File: config.mk
export PLATFORM = sky130hd
export DESIGN_NAME = imem_loader
export DESIGN_NICKNAME = d
export VERILOG_FILES = /design/src/rtl/imem_loader.sv
export SDC_FILE = /design/constraint.sdc
export NUM_CORES = 1
export LEC_CHECK = 0
export ABC_CLOCK_PERIOD_IN_PS = 4800
export CORE_MARGIN = 1
export CORE_UTILIZATION = 53
export CTS_CLUSTER_SIZE = 28
export DETAILED_ROUTE_END_ITERATION = 16
export PLACE_DENSITY_LB_ADDON = 0.25
export SLEW_MARGIN = 20
export SYNTH_ARGS = -nofsm -noshare
export SYNTH_HDL_FRONTEND = slang
export SYNTH_SLANG_ARGS = --single-unit
File: constraint.sdc
create_clock -name clk -period 4.8 [get_ports clk]
set_input_delay 0.96 -clock clk [delete_from_list [all_inputs] [get_ports clk]]
set_output_delay 0.96 -clock clk [all_outputs]
set_load 0.02 [all_outputs]
File: src/rtl/imem_loader.sv
// Byte-stream loader for the instruction memory write port; big-endian words.
// Optional trailer checksum byte enabled by defining LOADER_CHECKSUM_EN.
module imem_loader #(
  parameter int ADDR_BITS = 10,
  parameter int DATA_BITS = 32,
  parameter int LEN_BITS  = 11
) (
  input  logic                 clk,
  input  logic                 rst,
  input  logic                 start,
  input  logic [ADDR_BITS-1:0] base_addr,
  input  logic [LEN_BITS-1:0]  length,
  input  logic                 in_valid,
  input  logic [7:0]           in_data,
  output logic                 in_ready,
  output logic                 mem_we,
  output logic [ADDR_BITS-1:0] mem_addr,
  output logic [DATA_BITS-1:0] mem_din,
  output logic                 cpu_hold,
  output logic                 busy,
  output logic                 done,
  output logic                 error
);

  typedef enum logic [2:0] {
    S_IDLE,
    S_COLLECT,
    S_WRITE,
    S_FINISH,
    S_CHECK
  } state_t;

  state_t               state_q;
  logic [1:0]           cnt_q;
  logic [LEN_BITS-1:0]  idx_q;
  logic [LEN_BITS-1:0]  len_q;
  logic [ADDR_BITS-1:0] base_q;
  logic [23:0]          word_q;
  logic                 rdy_q;
  logic                 we_q;
  logic [ADDR_BITS-1:0] addr_q;
  logic [DATA_BITS-1:0] din_q;
  logic                 hold_q;
  logic                 done_q;
`ifdef LOADER_CHECKSUM_EN
  logic [7:0]           sum_q;
  logic                 err_q;
`endif

  logic take;
  logic last;
  assign take = in_valid && rdy_q;
  assign last = (idx_q + LEN_BITS'(1)) == len_q;

  always_ff @(posedge clk or posedge rst) begin
    if (rst) begin
      state_q <= S_IDLE;
      cnt_q   <= '0;
      idx_q   <= '0;
      len_q   <= '0;
      base_q  <= '0;
      word_q  <= '0;
      rdy_q   <= 1'b0;
      we_q    <= 1'b0;
      addr_q  <= '0;
      din_q   <= '0;
      hold_q  <= 1'b0;
      done_q  <= 1'b0;
`ifdef LOADER_CHECKSUM_EN
      sum_q   <= '0;
      err_q   <= 1'b0;
`endif
    end else begin
      done_q <= 1'b0;
      we_q   <= 1'b0;
      unique case (state_q)
        S_IDLE: begin
          if (start) begin
            base_q <= base_addr;
            len_q  <= length;
            idx_q  <= '0;
            cnt_q  <= '0;
            word_q <= '0;
            hold_q <= 1'b1;
`ifdef LOADER_CHECKSUM_EN
            sum_q  <= '0;
            err_q  <= 1'b0;
            // empty load still expects the trailer byte
            if (length == '0) begin
              state_q <= S_CHECK;
              rdy_q   <= 1'b1;
            end else begin
              state_q <= S_COLLECT;
              rdy_q   <= 1'b1;
            end
`else
            if (length == '0) begin
              state_q <= S_FINISH;
              done_q  <= 1'b1;
            end else begin
              state_q <= S_COLLECT;
              rdy_q   <= 1'b1;
            end
`endif
          end
        end
        S_COLLECT: begin
          if (take) begin
            word_q <= {word_q[15:0], in_data};
            cnt_q  <= cnt_q + 2'd1;
`ifdef LOADER_CHECKSUM_EN
            sum_q  <= sum_q + in_data;
`endif
            if (cnt_q == 2'd3) begin
              state_q <= S_WRITE;
              rdy_q   <= 1'b0;
              we_q    <= 1'b1;
              addr_q  <= base_q + idx_q[ADDR_BITS-1:0];
              din_q   <= {word_q, in_data};
            end
          end
        end
        S_WRITE: begin
          idx_q <= idx_q + LEN_BITS'(1);
          cnt_q <= '0;
          if (last) begin
`ifdef LOADER_CHECKSUM_EN
            state_q <= S_CHECK;
            rdy_q   <= 1'b1;
`else
            state_q <= S_FINISH;
            done_q  <= 1'b1;
`endif
          end else begin
            state_q <= S_COLLECT;
            rdy_q   <= 1'b1;
          end
        end
`ifdef LOADER_CHECKSUM_EN
        S_CHECK: begin
          if (take) begin
            if (sum_q + in_data != 8'd0) err_q <= 1'b1;
            rdy_q   <= 1'b0;
            done_q  <= 1'b1;
            state_q <= S_FINISH;
          end
        end
`endif
        S_FINISH: begin
          hold_q  <= 1'b0;
          state_q <= S_IDLE;
        end
        default: begin
          state_q <= S_IDLE;
          rdy_q   <= 1'b0;
          hold_q  <= 1'b0;
        end
      endcase
    end
  end

  assign in_ready = rdy_q;
  assign mem_we   = we_q;
  assign mem_addr = addr_q;
  assign mem_din  = din_q;
  assign cpu_hold = hold_q;
  assign busy     = hold_q;
  assign done     = done_q;
`ifdef LOADER_CHECKSUM_EN
  assign error    = err_q;
`else
  assign error    = 1'b0;
`endif

endmodule

==> results of run 1 <==
## layer usage
metal / wire, um / vias to the layer above / track usage, %
met1: 4940 / 1793 / 33.1
li1: - / 1799 / -
met5: 0 / - / 0
met4: 161 / 0 / 7.46
met3: 406 / 15 / 4.15
met2: 4850 / 86 / 36.1
## synthesized netlist by cell type (all sizes together), types with 2 or more instances
cell type	instances
mux2i	2
nor3	11
dfrtp	106
nand2b	2
nor4	8
o21a	2
a22o	29
xor2	7
inv	14
ha	16
a31oi	2
and2	2
a21o	6
o21ai	22
nand3	8
buf	8
nand2	124
a21oi	9
nor2b	3
nand4	4
nor2	13
clkbuf	16
xnor2	11
mux2	22
o31ai	4
o311ai	2
and3	7
## layout make-up
class | count | area [um^2] | area share, %
multi-input cells | 333 | 2110 | 35.2
repair buffers | 83 | 821 | 13.7
clock inverters | 7 | 80.1 | 1.34
clock buffers | 9 | 124 | 2.07
flip-flops and latches | 106 | 2650 | 44.4
well taps | 108 | 135 | 2.26
inverters | 15 | 61.3 | 1.03
## registers in the layout, indices dropped and copies added, names as in the netlist, 2 cells and up
signal	count
base_q	10
idx_q	11
mem_addr	10
len_q	11
state_q	2
mem_din	32
word_q	24
cnt_q	2
## per-stage QoR
stage               setup slack (ns)  cell area [um^2]  total power [mW]
floorplan                       1.05              4920              1.84
global placement                2.03              5770              2.04
detailed placement              1.94              5770              2.07
CTS                             2.29              5980              2.63
global route                    2.16              5980              2.78
finish                          2.27              5980              2.62
## report_power, final
group	total (mW)	leakage, nW	internal, mW	switching [mW]
Combinational	0.840	1.31	0.397	0.443
Clock	0.553	0.0994	0.207	0.346
Sequential	1.22	1.42	1.07	0.153
Total	2.62	2.83	1.67	0.942
## how the worst min path moves through the flow
stage,from,to,slack [ns],cells after the start
detailed placement,word_q[19],mem_din[27],0.46,2
global route,mem_din[9],mem_din[9],0.51,2
finish,mem_din[21],mem_din[21],0.48,2
global placement,mem_din[29],mem_din[29],0.46,2
floorplan,word_q[16],mem_din[24],0.44,2
CTS,mem_din[21],mem_din[21],0.49,2
## worst max-delay path, stage by stage, from the launching register on
cell and delay (ns):
dfrtp_1 0.51, ha_1 0.28, inv_1 0.08, fa_1 0.19, nor2b_1 0.05, o21ai_0 0.24
a21boi_0 0.21, o41ai_1 0.40, mux2i_1 0.27, o311ai_0 0.16
## logic make-up after synthesis
logic type,synth area share (%)
AO/OA/AOI/OAI,12.9
XOR/XNOR,3.20
adder cells (fa/ha/maj),4.48
buffers and inverters,3.33
flip-flops,53.9
multiplexers,5.44
other,0.0762
AND/OR/NAND/NOR,16.7
==> flow_summary.yaml, run 1 <==
drt:
  viasPerCell: 5.59
  drc: 1
  ant_nets: 0
  vias: 3693
  routedWlPerCell_um: 15.7
  drt-initial-drc-count: 235
  drt-pass1-iter-count: 16
  postRouteWirelength_mm: 10.4
pwr:
  ir_drop_uv: 327
  powerDensity_nw_per_um2: 437
  p_leak_nw: 2.83
sta:
  slew_violations: 0
  finClkSkew_ns: 0.0180
  fin_tns_setup_ns: 0
  setup_viol: 0
  fin_hold_ws_ns: 0.484
  finalCritPeriodShare_pct: 52.8
  slew_headroom_pct: 25.7
  min_period_ns: 2.53
  worst_pin_slew_ns: 1.10
  rsz0062_at_grt: "false"
  fmax_mhz: 395
  finalHoldViolCount: 0
synthesis:
  synth_area_leader_cell: "dfrtp_1"
  ys_warn_count: 0
  netlist_area_um2: 4920
  ys.flop_type: "dfrtp_1"
  ys_top_cells_by_area: "dfrtp_1 (54%), nand2_1 (9.5%), a22o_1 (5.2%)"
  synth_async_sr_flop_share_pct: 100
  synth_top_area_share_pct: 53.9
  synth.avg_cell_area_um2: 10.3
  synth_edf_count: 0
  ys_seq_area_share_pct: 53.9
  synth_cell_type_count: 52
  synth.net_count: 528
  synth-seq-cells: 106
  synthCells: 478
finish:
  final_common_cell: "nand2_1"
  drive_above_1_share_pct: 8.86
  area_delta_synth_final_pct: 21.6
  mostFrequentLayoutCells: "nand2_1 (124), dfrtp_1 (106), clkdlybuf4s50_1 (79)"
  n_antenna_cell: 0
  final_nets: 598
  fillers: 703
  final_cell_count_no_fill: 661
  utilization_pct: 67.6
die:
  die_w_um: 98.3
  dieHeight_um: 98.3
  io_pins: 81
  fp.dieArea_um2: 9670
  std_cell_rows: 34
  start_util_pct: 55.6
  core_um2: 8850
global_routing:
  antenna_found_initial: 0
  grt_pass1_wl_mm: 17.6
  first_global_vias: 3579
  grt_usage_pct: 23.1
  grt-ovfl-total: 0
  grt_max_degree: 85
critical_path:
  r2r-end: "mem_addr[8]"
  endpoint: "mem_addr[8]"
  arrival_ns: 2.77
  r2r_start: "idx_q[0]"
  required_ns: 5.03
  worstRegToRegCells: 9
  critPathMaxFanout: 7
  rrSetupSlack_ns: 2.27
  worstSetupEndpointType: "flip-flop"
  criticalPathCategory: "flip-flop to flip-flop"
  critical_path.startpoint: "idx_q[0]"
  startpoint_type: "flip-flop"
clock_network:
  clockBufferDepth: 2
  cts_resized: 0
  numCtsBuffers: 9
  postCtsHoldBufs: 0
  clock_latency_ns: 0.38
  cts_tree: "done"
  htree_levels: 3
  cts_root_buffer: "clkbuf_8"
  cts_sinks: 106
  postCtsSetupBuffers: 0
  clk_pin_slew_worst_paths_ns: 0.11
place:
  gp_congestion: 0.865
  portBuffers: 79
  place_inst: 645
  hpwlAfterDp_mm: 7.33
run_status:
  outcome: "finished, violations left"
  violations: "DRC"
hold_path:
  worstHoldPathType: "flip-flop to flip-flop"
job:
  drv_cap: 0
(Power assumes the default switching activity.)
==> run 2: changes to the inputs <==
ABC_CLOCK_PERIOD_IN_PS = 2060   (was 4800)
CORE_UTILIZATION = 48   (was 53)
clock period = 2.06 ns   (was 4.8 ns; I/O delays follow)
==> run 2 against run 1 <==
Compared with the run above: the flow finishes with violations (setup timing); combinational power rose to 2.9 times the previous value; final area rose by 9.3%; first-iteration DRC count down 12%; sequential power up 140%; non-clock buffer count rose by 43; setup slack worse by 2.3 ns; largest power group unchanged.
==> flow_summary.yaml, run 2 (synthesis results as in run 1) <==
run_status:
  outcome: "finished, violations left"
  violations: "setup timing"
global_routing:
  first_global_vias: 3757
  grt_pass1_wl_mm: 18.1
  grt-ovfl-total: 0
  grt_usage_pct: 22.3
  grt_max_degree: 47
  antenna_found_initial: 0
finish:
  drive_above_1_share_pct: 19.6
  mostFrequentLayoutCells: "nand2_1 (124), dfrtp_1 (103), clkdlybuf4s50_1 (79)"
  n_antenna_cell: 0
  final_common_cell: "nand2_1"
  utilization_pct: 66.3
  register_area_um2: 2660
  fillers: 757
  multi_input_area_um2: 2250
  final_cell_count_no_fill: 729
  largest_reg_flops: 32
  final_nets: 641
  fin_area_um2: 6540
  area_delta_synth_final_pct: 32.9
clock_network:
  numCtsBuffers: 9
  clk_pin_slew_worst_paths_ns: 0.11
  cts_sinks: 106
  cts_tree: "done"
  htree_levels: 3
  cts_root_buffer: "clkbuf_8"
  clock_latency_ns: 0.39
  clockBufferDepth: 2
pwr:
  comb_power_share_pct: 36.6
  p_leak_nw: 3.10
  ir_drop_uv: 881
  power_frac_seq_pct: 43.2
  clockPowerShare_pct: 20.2
  p_switching_mw: 2.46
  total_power_mw: 6.69
  p_sw_share_pct: 36.8
  powerDensity_nw_per_um2: 1020
  internal-power_mw: 4.23
sta:
  worst_pin_slew_ns: 0.655
  finalCritPeriodShare_pct: 102
  slew_headroom_pct: 56.2
  setup_ws_ns: -0.0376
  fin_tns_setup_ns: -0.0519
  fin_hold_ws_ns: 0.319
  min_period_ns: 2.10
  slew_violations: 0
  setup_viol: 2
  rsz0062_at_grt: "true"
  fmax_mhz: 477
  finClkSkew_ns: 0.0144
  finalHoldViolCount: 0
hold_path:
  worstHoldPathType: "primary input to async pin"
die:
  start_util_pct: 49.9
  die_w_um: 103
  dieHeight_um: 103
  std_cell_rows: 36
  core_um2: 9860
  io_pins: 81
  fp.dieArea_um2: 10700
drt:
  vias: 3870
  drt-pass1-iter-count: 5
  drc: 0
  ant_nets: 0
  routedWlPerCell_um: 15.2
  postRouteWirelength_mm: 11.1
  drt-initial-drc-count: 207
  viasPerCell: 5.31
place:
  place_area_um2: 6130
  gp_congestion: 0.896
  post-place-ws_ns: -0.196
  hpwlAfterDp_mm: 7.96
  place_inst: 708
  portBuffers: 79
critical_path:
  worstSetupEndpointType: "flip-flop"
  arrival_ns: 2.37
  startpoint_type: "flip-flop"
  criticalPathCategory: "flip-flop to flip-flop"
  required_ns: 2.33
  critPathMaxFanout: 5
job:
  drv_cap: 0
run 2: cell types whose count changed in the layout (fill, tap and decap cells not counted), sizes merged:
cell,before,now
buf,4,47
inv,17,18
clkinv,4,3
run 2: final cells by class:
class | count | area share (%)
Sequential cell | 106 | 40.6
Tap cell | 133 | 2.54
Timing Repair Buffer | 126 | 18.2
Multi-Input combinational cell | 333 | 34.5
Clock inverter | 7 | 1.36
Inverter | 15 | 0.918
Clock buffer | 9 | 1.89
run 2: repair_timing:
item                                    in CTS  in global routing
gates resized for setup                     10                 22
hold buffers                                 0                  0
endpoints found under the setup margin       6                 31
setup buffers                                4                  1
pin swaps                                    7                  9
run 2: routing by layer:
layer / part of all wire (%) / vias up / wire length [um] / GRT usage (%)
li1: - / 1884 / - / -
met1: 47 / 1872 / 5250 / 31.4
met2: 48 / 99 / 5290 / 34.8
met3: 3.8 / 15 / 423 / 4.57
met4: 1.3 / 0 / 146 / 7.69
met5: 0 / - / 0 / 0
run 2: worst max-delay path, cell delays in order, from the launching register on:
cell and delay, ns:
dfrtp_2 0.46, buf_4 0.14, and3_4 0.16, a31oi_1 0.17, nor4_1 0.08, or4_4 0.56
o311a_1 0.30, a2bb2oi_1 0.13
run 2: power by group through the flow:
stage | sequential [mW] | combinational (mW) | clock (mW)
5_1_grt | 2.94 | 2.68 | 1.46
3_5_place_dp | 2.91 | 2.22 | 0
3_3_place_gp | 2.89 | 2.16 | 0
2_1_floorplan | 2.84 | 1.45 | 0
4_1_cts | 2.87 | 2.31 | 1.37
6_report | 2.89 | 2.45 | 1.35
run 2: worst paths after layout:
| path | endpoint | slack [ns] | cells after the start | startpoint |
|---|---|---|---|---|
| setup / recovery | in_ready | -0.04 | 7 | idx_q[1] |
| hold / removal | len_q[4] | 0.32 | 2 | rst |
| setup reg to reg | in_ready | -0.04 | 7 | idx_q[1] |
| hold reg to reg | mem_din[30] | 0.48 | 2 | word_q[22] |
| max in group asynchronous | mem_din[19] | 1.22 | 3 | rst |
| min in group clk | mem_din[30] | 0.48 | 2 | word_q[22] |
